<file path="src/rtl/ceespu_dmem_arbiter_if.sv">
// ceespu_dmem_arbiter_if
// Bundles the three sides of the data-RAM arbiter into one interface:
//   cpu_*  : ceespu data port (cpu_e/cpu_we/cpu_addr/cpu_wdata in, cpu_busy/cpu_rdata out)
//   h_*    : host master (h_req/h_we/h_addr/h_wdata in, h_gnt/h_rvalid/h_rdata out)
//   ram_*  : single block-RAM port (ram_en/ram_we/ram_addr/ram_wdata out, ram_rdata in)
// Modports:
//   slave  : the arbiter's view (receives requests, drives grants and the RAM port)
//   master : the surrounding system's view (CPU, host and RAM model)
interface ceespu_dmem_arbiter_if #(
    parameter int AW = 14
);
    logic          cpu_e;
    logic [3:0]    cpu_we;
    logic [15:0]   cpu_addr;
    logic [31:0]   cpu_wdata;
    logic          cpu_busy;
    logic [31:0]   cpu_rdata;

    logic          h_req;
    logic [3:0]    h_we;
    logic [15:0]   h_addr;
    logic [31:0]   h_wdata;
    logic          h_gnt;
    logic          h_rvalid;
    logic [31:0]   h_rdata;

    logic          ram_en;
    logic [3:0]    ram_we;
    logic [AW-1:0] ram_addr;
    logic [31:0]   ram_wdata;
    logic [31:0]   ram_rdata;

    modport slave (
        input  cpu_e, cpu_we, cpu_addr, cpu_wdata,
        output cpu_busy, cpu_rdata,
        input  h_req, h_we, h_addr, h_wdata,
        output h_gnt, h_rvalid, h_rdata,
        output ram_en, ram_we, ram_addr, ram_wdata,
        input  ram_rdata
    );

    modport master (
        output cpu_e, cpu_we, cpu_addr, cpu_wdata,
        input  cpu_busy, cpu_rdata,
        output h_req, h_we, h_addr, h_wdata,
        input  h_gnt, h_rvalid, h_rdata,
        input  ram_en, ram_we, ram_addr, ram_wdata,
        output ram_rdata
    );
endinterface

</file>
<file path="src/rtl/ceespu_dmem_arbiter.sv">
// ceespu_dmem_arbiter
// Shares one data block-RAM port between the ceespu core (default priority)
// and a host master (boot loader / DMA). A wait counter forces a starved host
// request through after HOST_WAIT_MAX lost cycles, and a one-deep read-owner
// register steers the RAM's 1-cycle-latency read data back to whichever
// master issued the read.
// Ports:
//   clk  : clock
//   rst  : synchronous, active-high reset
//   bus  : ceespu_dmem_arbiter_if.slave (CPU, host and RAM signal groups)
// Parameters:
//   AW            : RAM word-address width
//   HOST_WAIT_MAX : lost cycles after which a pending host request wins (1..15)
module ceespu_dmem_arbiter #(
    parameter int AW            = 14,
    parameter int HOST_WAIT_MAX = 4
) (
    input  logic                   clk,
    input  logic                   rst,
    ceespu_dmem_arbiter_if.slave   bus
);

    typedef enum logic [1:0] {
        OWN_NONE = 2'd0,
        OWN_CPU  = 2'd1,
        OWN_HOST = 2'd2
    } own_t;

    localparam logic [3:0] WAIT_MAX = 4'(HOST_WAIT_MAX);

    own_t        rd_own;
    own_t        rd_own_next;
    logic [3:0]  wait_cnt;
    logic [31:0] cpu_rdata_q;
    logic        host_force;
    logic        grant_host;
    logic        grant_cpu;

    // Low address bits select bytes within a word and are handled by the
    // byte enables; bits above AW+1 alias. Collected here so they are
    // visibly consumed.
    logic        unused_addr_bits;
    assign unused_addr_bits = ^{bus.cpu_addr, bus.h_addr};

    // Grant decision: the CPU wins ties unless the host has waited long
    // enough. Reset suppresses every grant in the same cycle.
    always_comb begin
        host_force = (wait_cnt >= WAIT_MAX) && bus.h_req;
        grant_host = !rst && bus.h_req && (!bus.cpu_e || host_force);
        grant_cpu  = !rst && bus.cpu_e && !grant_host;
    end

    // Counts consecutive cycles a pending host request has lost; saturates
    // so a tiny HOST_WAIT_MAX never wraps back below the threshold.
    always_ff @(posedge clk) begin
        if (rst) begin
            wait_cnt <= 4'd0;
        end else if (!bus.h_req || grant_host) begin
            wait_cnt <= 4'd0;
        end else if (wait_cnt != 4'hF) begin
            wait_cnt <= wait_cnt + 4'd1;
        end
    end

    // Read-owner state register.
    always_ff @(posedge clk) begin
        if (rst) begin
            rd_own <= OWN_NONE;
        end else begin
            rd_own <= rd_own_next;
        end
    end

    // Read-owner next state: remember who issued a read this cycle so the
    // returning data next cycle goes to the right master.
    always_comb begin
        rd_own_next = OWN_NONE;
        if (grant_cpu && (bus.cpu_we == 4'd0)) begin
            rd_own_next = OWN_CPU;
        end else if (grant_host && (bus.h_we == 4'd0)) begin
            rd_own_next = OWN_HOST;
        end
    end

    // Holds the last CPU read word so a stalled CPU can sample it late.
    always_ff @(posedge clk) begin
        if (rst) begin
            cpu_rdata_q <= 32'd0;
        end else if (rd_own == OWN_CPU) begin
            cpu_rdata_q <= bus.ram_rdata;
        end
    end

    // Output decode: RAM port muxing and read-data steering. Read returns
    // are masked while rst is high so data from a read granted just before
    // reset is discarded.
    always_comb begin
        bus.cpu_busy  = bus.cpu_e && !grant_cpu;
        bus.h_gnt     = grant_host;
        bus.ram_en    = grant_cpu || grant_host;
        bus.ram_we    = 4'd0;
        bus.ram_addr  = '0;
        bus.ram_wdata = 32'd0;
        if (grant_host) begin
            bus.ram_we    = bus.h_we;
            bus.ram_addr  = bus.h_addr[AW+1:2];
            bus.ram_wdata = bus.h_wdata;
        end else if (grant_cpu) begin
            bus.ram_we    = bus.cpu_we;
            bus.ram_addr  = bus.cpu_addr[AW+1:2];
            bus.ram_wdata = bus.cpu_wdata;
        end

        bus.h_rvalid = !rst && (rd_own == OWN_HOST);
        bus.h_rdata  = bus.h_rvalid ? bus.ram_rdata : 32'd0;

        if (rst) begin
            bus.cpu_rdata = 32'd0;
        end else if (rd_own == OWN_CPU) begin
            bus.cpu_rdata = bus.ram_rdata;
        end else begin
            bus.cpu_rdata = cpu_rdata_q;
        end
    end

endmodule
</file>
<file path="src/flat_wrapper.sv">
// flat-port wrapper written by rule: the top's interface ports become plain ports
module ceespu_dmem_arbiter_flat 
#(
    parameter int AW            = 14,
    parameter int HOST_WAIT_MAX = 4
)
  (clk, rst, bus_cpu_e, bus_cpu_we, bus_cpu_addr, bus_cpu_wdata, bus_cpu_busy, bus_cpu_rdata, bus_h_req, bus_h_we, bus_h_addr, bus_h_wdata, bus_h_gnt, bus_h_rvalid, bus_h_rdata, bus_ram_en, bus_ram_we, bus_ram_addr, bus_ram_wdata, bus_ram_rdata);
  ceespu_dmem_arbiter_if #(.AW(AW)) bus_i ();
  input  logic clk;
  input  logic rst;
  input wire logic [$bits(bus_i.cpu_e)-1:0] bus_cpu_e;
  input wire logic [$bits(bus_i.cpu_we)-1:0] bus_cpu_we;
  input wire logic [$bits(bus_i.cpu_addr)-1:0] bus_cpu_addr;
  input wire logic [$bits(bus_i.cpu_wdata)-1:0] bus_cpu_wdata;
  output wire logic [$bits(bus_i.cpu_busy)-1:0] bus_cpu_busy;
  output wire logic [$bits(bus_i.cpu_rdata)-1:0] bus_cpu_rdata;
  input wire logic [$bits(bus_i.h_req)-1:0] bus_h_req;
  input wire logic [$bits(bus_i.h_we)-1:0] bus_h_we;
  input wire logic [$bits(bus_i.h_addr)-1:0] bus_h_addr;
  input wire logic [$bits(bus_i.h_wdata)-1:0] bus_h_wdata;
  output wire logic [$bits(bus_i.h_gnt)-1:0] bus_h_gnt;
  output wire logic [$bits(bus_i.h_rvalid)-1:0] bus_h_rvalid;
  output wire logic [$bits(bus_i.h_rdata)-1:0] bus_h_rdata;
  output wire logic [$bits(bus_i.ram_en)-1:0] bus_ram_en;
  output wire logic [$bits(bus_i.ram_we)-1:0] bus_ram_we;
  output wire logic [$bits(bus_i.ram_addr)-1:0] bus_ram_addr;
  output wire logic [$bits(bus_i.ram_wdata)-1:0] bus_ram_wdata;
  input wire logic [$bits(bus_i.ram_rdata)-1:0] bus_ram_rdata;
  assign bus_i.cpu_e = bus_cpu_e;
  assign bus_i.cpu_we = bus_cpu_we;
  assign bus_i.cpu_addr = bus_cpu_addr;
  assign bus_i.cpu_wdata = bus_cpu_wdata;
  assign bus_cpu_busy = bus_i.cpu_busy;
  assign bus_cpu_rdata = bus_i.cpu_rdata;
  assign bus_i.h_req = bus_h_req;
  assign bus_i.h_we = bus_h_we;
  assign bus_i.h_addr = bus_h_addr;
  assign bus_i.h_wdata = bus_h_wdata;
  assign bus_h_gnt = bus_i.h_gnt;
  assign bus_h_rvalid = bus_i.h_rvalid;
  assign bus_h_rdata = bus_i.h_rdata;
  assign bus_ram_en = bus_i.ram_en;
  assign bus_ram_we = bus_i.ram_we;
  assign bus_ram_addr = bus_i.ram_addr;
  assign bus_ram_wdata = bus_i.ram_wdata;
  assign bus_i.ram_rdata = bus_ram_rdata;
  ceespu_dmem_arbiter #(.AW(AW), .HOST_WAIT_MAX(HOST_WAIT_MAX)) u_core (.clk(clk), .rst(rst), .bus(bus_i));
endmodule
</file>
<file path="config.mk">
export PLATFORM = sky130hd
export DESIGN_NAME = ceespu_dmem_arbiter_flat
export DESIGN_NICKNAME = d
export VERILOG_FILES = /design/src/rtl/ceespu_dmem_arbiter_if.sv /design/src/rtl/ceespu_dmem_arbiter.sv /design/src/flat_wrapper.sv
export SDC_FILE = /design/constraint.sdc
export NUM_CORES = 1
export LEC_CHECK = 0
export ABC_CLOCK_PERIOD_IN_PS = 1850
export BUFFER_PORTS_ARGS = -buffer_cell sky130_fd_sc_hd__buf_4
export CAP_MARGIN = 20
export CORE_AREA = 3 3 98 100
export DETAILED_ROUTE_END_ITERATION = 6
export DIE_AREA = 0 0 101 103
export SLEW_MARGIN = 30
export SYNTH_ARGS = -nofsm -noshare
export SYNTH_HDL_FRONTEND = slang
export SYNTH_SLANG_ARGS = --single-unit
</file>
<file path="constraint.sdc">
create_clock -name clk -period 1.85 [get_ports clk]
set_clock_uncertainty 0.15 [all_clocks]
set_input_delay 0.37 -clock clk [delete_from_list [all_inputs] [get_ports clk]]
set_output_delay 0.37 -clock clk [all_outputs]
set_load 0.005 [all_outputs]
</file>
==> reports/metrics.csv, run 1 <==
metric,value,unit
outcome,finished with violations,
violations,setup timing,
worstPathMaxFanout,8,
cap_violations,0,
rsz0062_at_grt,yes,
yosysMostFrequentCell,nand2_1,
syn_avg_cell_area,8.16,um^2
synthSimpleGateAreaFrac,0.272,
crit_buf_inv,3,
synth_area,0.00215,mm^2
synth_xor_area_frac,0,
ys_seq_area_frac,0.355,
p_int,0.00152,W
total_power,0.00206,W
dp_hpwl,7.74,mm
fp-row-count,34,
hold_viol,0,
drv_slew,0,
cts_max_level,2,
holdBufCountCts,0,
synth-seq-cells,38,
synth_top_cell_area_share,0.355,
mappedNetlistNets,404,
vias_per_cell,4.73,
synth_cell_type_count,23,
fillCellCount,683,
combPwrFrac,0.315,
gp_congestion,0.810,
seqCellArea,771,um^2
p_sw_frac,0.261,
cts_tree,yes,
io_pins,258,
seq_power_share,0.400,
synth_edf_count,0,
cts-buffers-inserted,5,
synth_compound_area_frac,0.281,
finalCriticalPeriod,2.01,ns
vias,3188,
grt.total_usage,0.182,
yosysTopAreaCell,dfxtp_1,
pwr-share-clk,0.285,
core,0.00876,mm^2
worst_path_largest_cell_delay,0.37,ns
critPathCaptureType,output port,
ir_drop,0.249,mV
min_period_over_period,1.09,
synthMuxAreaShare,0,
netlist_instances,263,
finalWirelength,11.7,mm
critPathRequiredTime,1.33,ns
dp_worst_setup_slack,-0.0109,ns
clk_latency,0.28,ns
worstSetupPathType,flop to output port,
antenna_found_initial,0,
path_cells,nor2b_4 > buf_12 > buf_12 > nand2_4 > a21oi_2 > buf_4,
finalSetupViolCount,116,
powerDensity,363,mW/mm^2
worstSetupStartpointType,flop,
fmax,497,MHz
diodes,0,
clock-sinks,38,
postRouteAntennaNets,0,
drt_iter0_markers,84,
multi_input_area,0.00181,mm^2
first_global_vias,3074,
async_reset_ff_frac,0,
clock_path_buffers,2,
p_switching,0.000538,W
slowest_stage,dfxtp_4,
grt_max_degree,29,
nets,706,
start_util,0.245,
die-area,0.0104,mm^2
die-width,101,um
hold_path.class,primary input to flop,
synth_fa_ha_area_frac,0.00583,
grt_overflow,0,
drc,0,
crit_top_cell,buf_12,
drive_gt1_frac,0.793,
fin_ws,-0.162,ns
cp_data_arrival_time,1.49,ns
p_leak,2.87,nW
port_buffers,253,
die_h,103,um
wl_per_cell,17.3,um
synth_top_family_by_area,compound AO/OA/AOI/OAI gates,
synthTopCellsByCount,"nand2_1, a22o_1, dfxtp_1",
firstDrtPassIters,4,
grt_pass1_wl,15.1,mm
cp_top_family,buffers and inverters,
synthFlopType,dfxtp_1,
yosys_warnings,0,
path_clk_slew,0.08,ns
synthToLayoutAreaGrowth,165,%
cts.root.buffer_cell,clkbuf_8,
ys_top_cells_by_area,"dfxtp_1, a22o_1, nand2_1",
-- placed cells by master (no fill, tap or decap), types with 6 or more instances in the layout --
cell type  instances
a21oi_2           21
a21oi_4           11
a22o_1            50
and2_4            32
buf_12            13
buf_4            228
buf_6             77
clkbuf_8           6
dfxtp_1           34
nand2_1           19
nand2_2            9
nand2_4           37
-- flip-flops by register name, indices dropped and copies added, names as in the netlist --
signal              cells
u_core.cpu_rdata_q     32
u_core.rd_own           2
u_core.wait_cnt         4
-- final timing paths --
kind	startpoint	end	slack, ns	cells after the start
worst max-delay path	u_core.rd_own[0]	bus_cpu_rdata[21]	-0.16	6
worst min register to register	u_core.wait_cnt[0]	u_core.wait_cnt[0]	0.27	1
worst min-delay path	bus_h_we[3]	u_core.rd_own[1]	0.10	2
worst max register to register	u_core.rd_own[0]	u_core.cpu_rdata_q[19]	0.05	11
-- cell type report --
class                      count  share of cell area
multi-input combinational    200               0.318
sequential                    38               0.136
clock inverter                 2             0.00220
clock buffer                   6              0.0145
timing repair buffer         320               0.505
tap                          108              0.0238
-- layer usage --
| metal | wire [um] | vias up | global-route usage | part of all wire |
|---|---|---|---|---|
| met5 | 0 | - | 0 | 0 |
| met4 | 154 | 0 | 0.0378 | 0.013 |
| met3 | 855 | 14 | 0.0372 | 0.073 |
| met2 | 6700 | 158 | 0.372 | 0.57 |
| met1 | 3950 | 1496 | 0.190 | 0.34 |
| li1 | - | 1520 | - | - |
-- stage by stage --
step                      cell area (um^2)  TNS [ns]  cells  hold slack, ns  utilization
after global routing                  5680    -23.83    674          0.0796        0.648
final                                 5680    -14.97    674           0.101        0.648
after detailed placement              4170   -0.0419    615           0.260        0.476
after CTS                             5090    -12.89    664          0.0882        0.581
after global placement                4170    -0.141    615           0.257        0.476
after floorplan                       2150         0    263           0.246            -
-- cells by family (layout without fill, tap and decap cells) --
family	Yosys count	after routing
AOI/OAI and AO/OA	83	83
adders and majority gates	1	1
buffers and inverters	25	328
DFF	38	38
other	1	1
and+or+nand+nor	115	115
-- power groups by stage --
stage | Combinational, W | Clock, W | Sequential [W]
after CTS | 0.000613 | 0.000615 | 0.000824
final | 0.000649 | 0.000588 | 0.000825
after floorplan | 0.000166 | 0 | 0.000845
after global routing | 0.000689 | 0.000655 | 0.000825
after global placement | 0.000549 | 0 | 0.000845
after detailed placement | 0.000555 | 0 | 0.000845
-- timing repair --
action	in CTS	in global routing
pin swaps	52	75
setup endpoints to repair	115	117
cloned	7	0
gates resized for setup	129	144
setup buffers	34	13
No activity file was read; power rests on OpenSTA's default activity.
==> run 2, diff against run 1 <==
--- a/config.mk
+++ b/config.mk
@@ -5,13 +5,15 @@
 export SDC_FILE = /design/constraint.sdc
 export NUM_CORES = 1
 export LEC_CHECK = 0
-export ABC_CLOCK_PERIOD_IN_PS = 1850
+export ABC_CLOCK_PERIOD_IN_PS = 1800
 export BUFFER_PORTS_ARGS = -buffer_cell sky130_fd_sc_hd__buf_4
 export CAP_MARGIN = 20
-export CORE_AREA = 3 3 98 100
+export CORE_AREA = 3 3 100 102
 export DETAILED_ROUTE_END_ITERATION = 6
-export DIE_AREA = 0 0 101 103
+export DIE_AREA = 0 0 103 105
+export RECOVER_POWER = 100
 export SLEW_MARGIN = 30
 export SYNTH_ARGS = -nofsm -noshare
 export SYNTH_HDL_FRONTEND = slang
 export SYNTH_SLANG_ARGS = --single-unit
+export TNS_END_PERCENT = 10
==> constraint.sdc (replaced) <==
create_clock -name clk -period 1.8 [get_ports clk]
set_clock_uncertainty 0.15 [all_clocks]
set_input_delay 0.36 -clock clk [delete_from_list [all_inputs] [get_ports clk]]
set_output_delay 0.36 -clock clk [all_outputs]
set_load 0.005 [all_outputs]
==> reports/metrics.csv, run 2 (same netlist as run 1, synthesis figures left out) <==
metric,value,unit,change
die-width,103,um,was 101 um
critPathCaptureType,output port,,unchanged
reg_top3,"u_core.cpu_rdata_q x32, u_core.wait_cnt x4, u_core.rd_own x2",,unchanged
firstDrtPassIters,4,,unchanged
rrSetupSlack,0.44,ns,was 0.05 ns
ir_drop,0.260,mV,was 0.249 mV
worstPathMaxFanout,26,,was 8
holdBufCountCts,0,,unchanged
diodes,0,,unchanged
seq_power_share,0.416,,was 0.400
clock_path_buffers,2,,unchanged
worstSetupPathType,flop to output port,,unchanged
p_switching,0.000503,W,was 0.000538 W
cts.root.buffer_cell,clkbuf_8,,unchanged
path_clk_slew,0.07,ns,was 0.08 ns
largest_reg_flops,32,,unchanged
fmax,496,MHz,
dp_hpwl,7.59,mm,was 7.74 mm
finalCriticalPeriod,2.01,ns,
drc,0,,unchanged
hold_viol,0,,unchanged
p_leak,2.19,nW,was 2.87 nW
largest-register,u_core.cpu_rdata_q,,unchanged
synthToLayoutAreaGrowth,109,%,was 165%
finalSetupTns,-14.60,ns,was -14.97 ns
vias,2935,,was 3188
io_pins,258,,unchanged
powerDensity,456,mW/mm^2,was 363 mW/mm^2
cts_max_level,2,,unchanged
place_inst,615,,unchanged
antenna_found_initial,0,,unchanged
p_int,0.00154,W,was 0.00152 W
fp-row-count,35,,was 34
critPathRequiredTime,1.29,ns,was 1.33 ns
final_cells,627,,was 674
cts-buffers-inserted,5,,unchanged
cts_tree,yes,,unchanged
outcome,finished with violations,,unchanged
min_period_over_period,1.12,,
grt.total_usage,0.159,,was 0.182
combPwrFrac,0.289,,was 0.315
pwr-share-clk,0.295,,was 0.285
worstSetupStartpointType,flop,,unchanged
p_sw_frac,0.246,,was 0.261
final_common_cell,buf_4,,unchanged
cp_data_arrival_time,1.50,ns,was 1.49 ns
drv_slew,0,,unchanged
die-area,0.0108,mm^2,was 0.0104 mm^2
port_buffers,253,,unchanged
nets,656,,was 706
wl_per_cell,15.6,um,was 17.3 um
die_h,105,um,was 103 um
start_util,0.233,,was 0.245
gp_congestion,0.746,,was 0.810
grt_pass1_wl,13.7,mm,was 15.1 mm
violations,setup timing,,unchanged
rsz0062_at_grt,yes,,unchanged
total_power,0.00204,W,was 0.00206 W
final_cell_mix,"buf_4, nand2_1, a22o_1",,"was buf_4, buf_6, a22o_1"
grt_overflow,0,,unchanged
vias_per_cell,4.68,,was 4.73
clk_latency,0.28,ns,about the same
first_global_vias,2773,,was 3074
hold_path.class,primary input to flop,,unchanged
finalWirelength,9.77,mm,was 11.7 mm
dp_worst_setup_slack,-0.0610,ns,was -0.0109 ns
grt_max_degree,34,,was 29
drt_iter0_markers,92,,was 84
postRouteAntennaNets,0,,unchanged
core,0.00920,mm^2,was 0.00876 mm^2
clock-sinks,38,,unchanged
fillCellCount,891,,was 683
cap_violations,0,,unchanged
finalSetupViolCount,115,,was 116
fin_ws,-0.215,ns,was -0.162 ns
drive_gt1_frac,0.591,,was 0.793
==> run 2: cell types whose count changed in the layout (fill, tap and decap cells not counted), sizes merged <==
| cell | previous run | this run |
|---|---|---|
| buf | 320 | 268 |
| clkbuf | 6 | 8 |
==> run 2: worst max-delay path: stages, from the launching register on <==
cell and delay, ns:
dfxtp_2 0.34, nor3b_4 0.25, nor2_4 0.08, buf_12 0.16
a22o_1 0.25, buf_4 0.14
==> run 2: power groups by stage <==
| stage | logic [W] | registers, W | clock network (W) |
|---|---|---|---|
| 3_5_place_dp | 0.000565 | 0.000869 | 0 |
| 5_1_grt | 0.000635 | 0.000849 | 0.000674 |
| 2_1_floorplan | 0.000171 | 0.000868 | 0 |
| 3_3_place_gp | 0.000560 | 0.000869 | 0 |
| 4_1_cts | 0.000587 | 0.000849 | 0.000638 |
| 6_report | 0.000589 | 0.000848 | 0.000603 |
==> run 2: final cells by class <==
type                            instances  area, um^2  area share
Clock inverter                          2        12.5     0.00279
Clock buffer                            6        82.6      0.0184
Timing Repair Buffer                  270        2200       0.490
Tap cell                              111         139      0.0310
Sequential cell                        38         768       0.172
Multi-Input combinational cell        200        1280       0.286
==> run 2: per-stage QoR <==
| step | utilization | cell area, um^2 | hold slack, ns |
|---|---|---|---|
| after detailed placement | 0.453 | 4170 | 0.271 |
| after floorplan | - | 2150 | 0.246 |
| after global placement | 0.453 | 4170 | 0.257 |
| after CTS | 0.471 | 4330 | 0.0801 |
| final | 0.487 | 4480 | 0.0906 |
| after global routing | 0.487 | 4480 | 0.0830 |
==> run 2: what timing repair did <==
action / CTS / global route
setup endpoints to repair: 115 / 117
setup buffers: 0 / 1
gates resized for setup: 21 / 40
cloned: 0 / 3
pin swaps: 17 / 22
==> run 2: layer usage <==
layer	part of all wire	global-route usage	wire length [um]
met1	0.36	0.168	3480
met2	0.54	0.297	5230
met3	0.080	0.0381	786
met4	0.028	0.0564	276
met5	0	0	0
==> run 2: final timing paths <==
path	from	endpoint	depth (start not counted)
max reg2reg	u_core.rd_own[0]	u_core.cpu_rdata_q[21]	5
min reg2reg	u_core.wait_cnt[0]	u_core.wait_cnt[0]	1
min	bus_h_we[3]	u_core.rd_own[1]	2
max	u_core.wait_cnt[3]	bus_ram_addr[2]	5
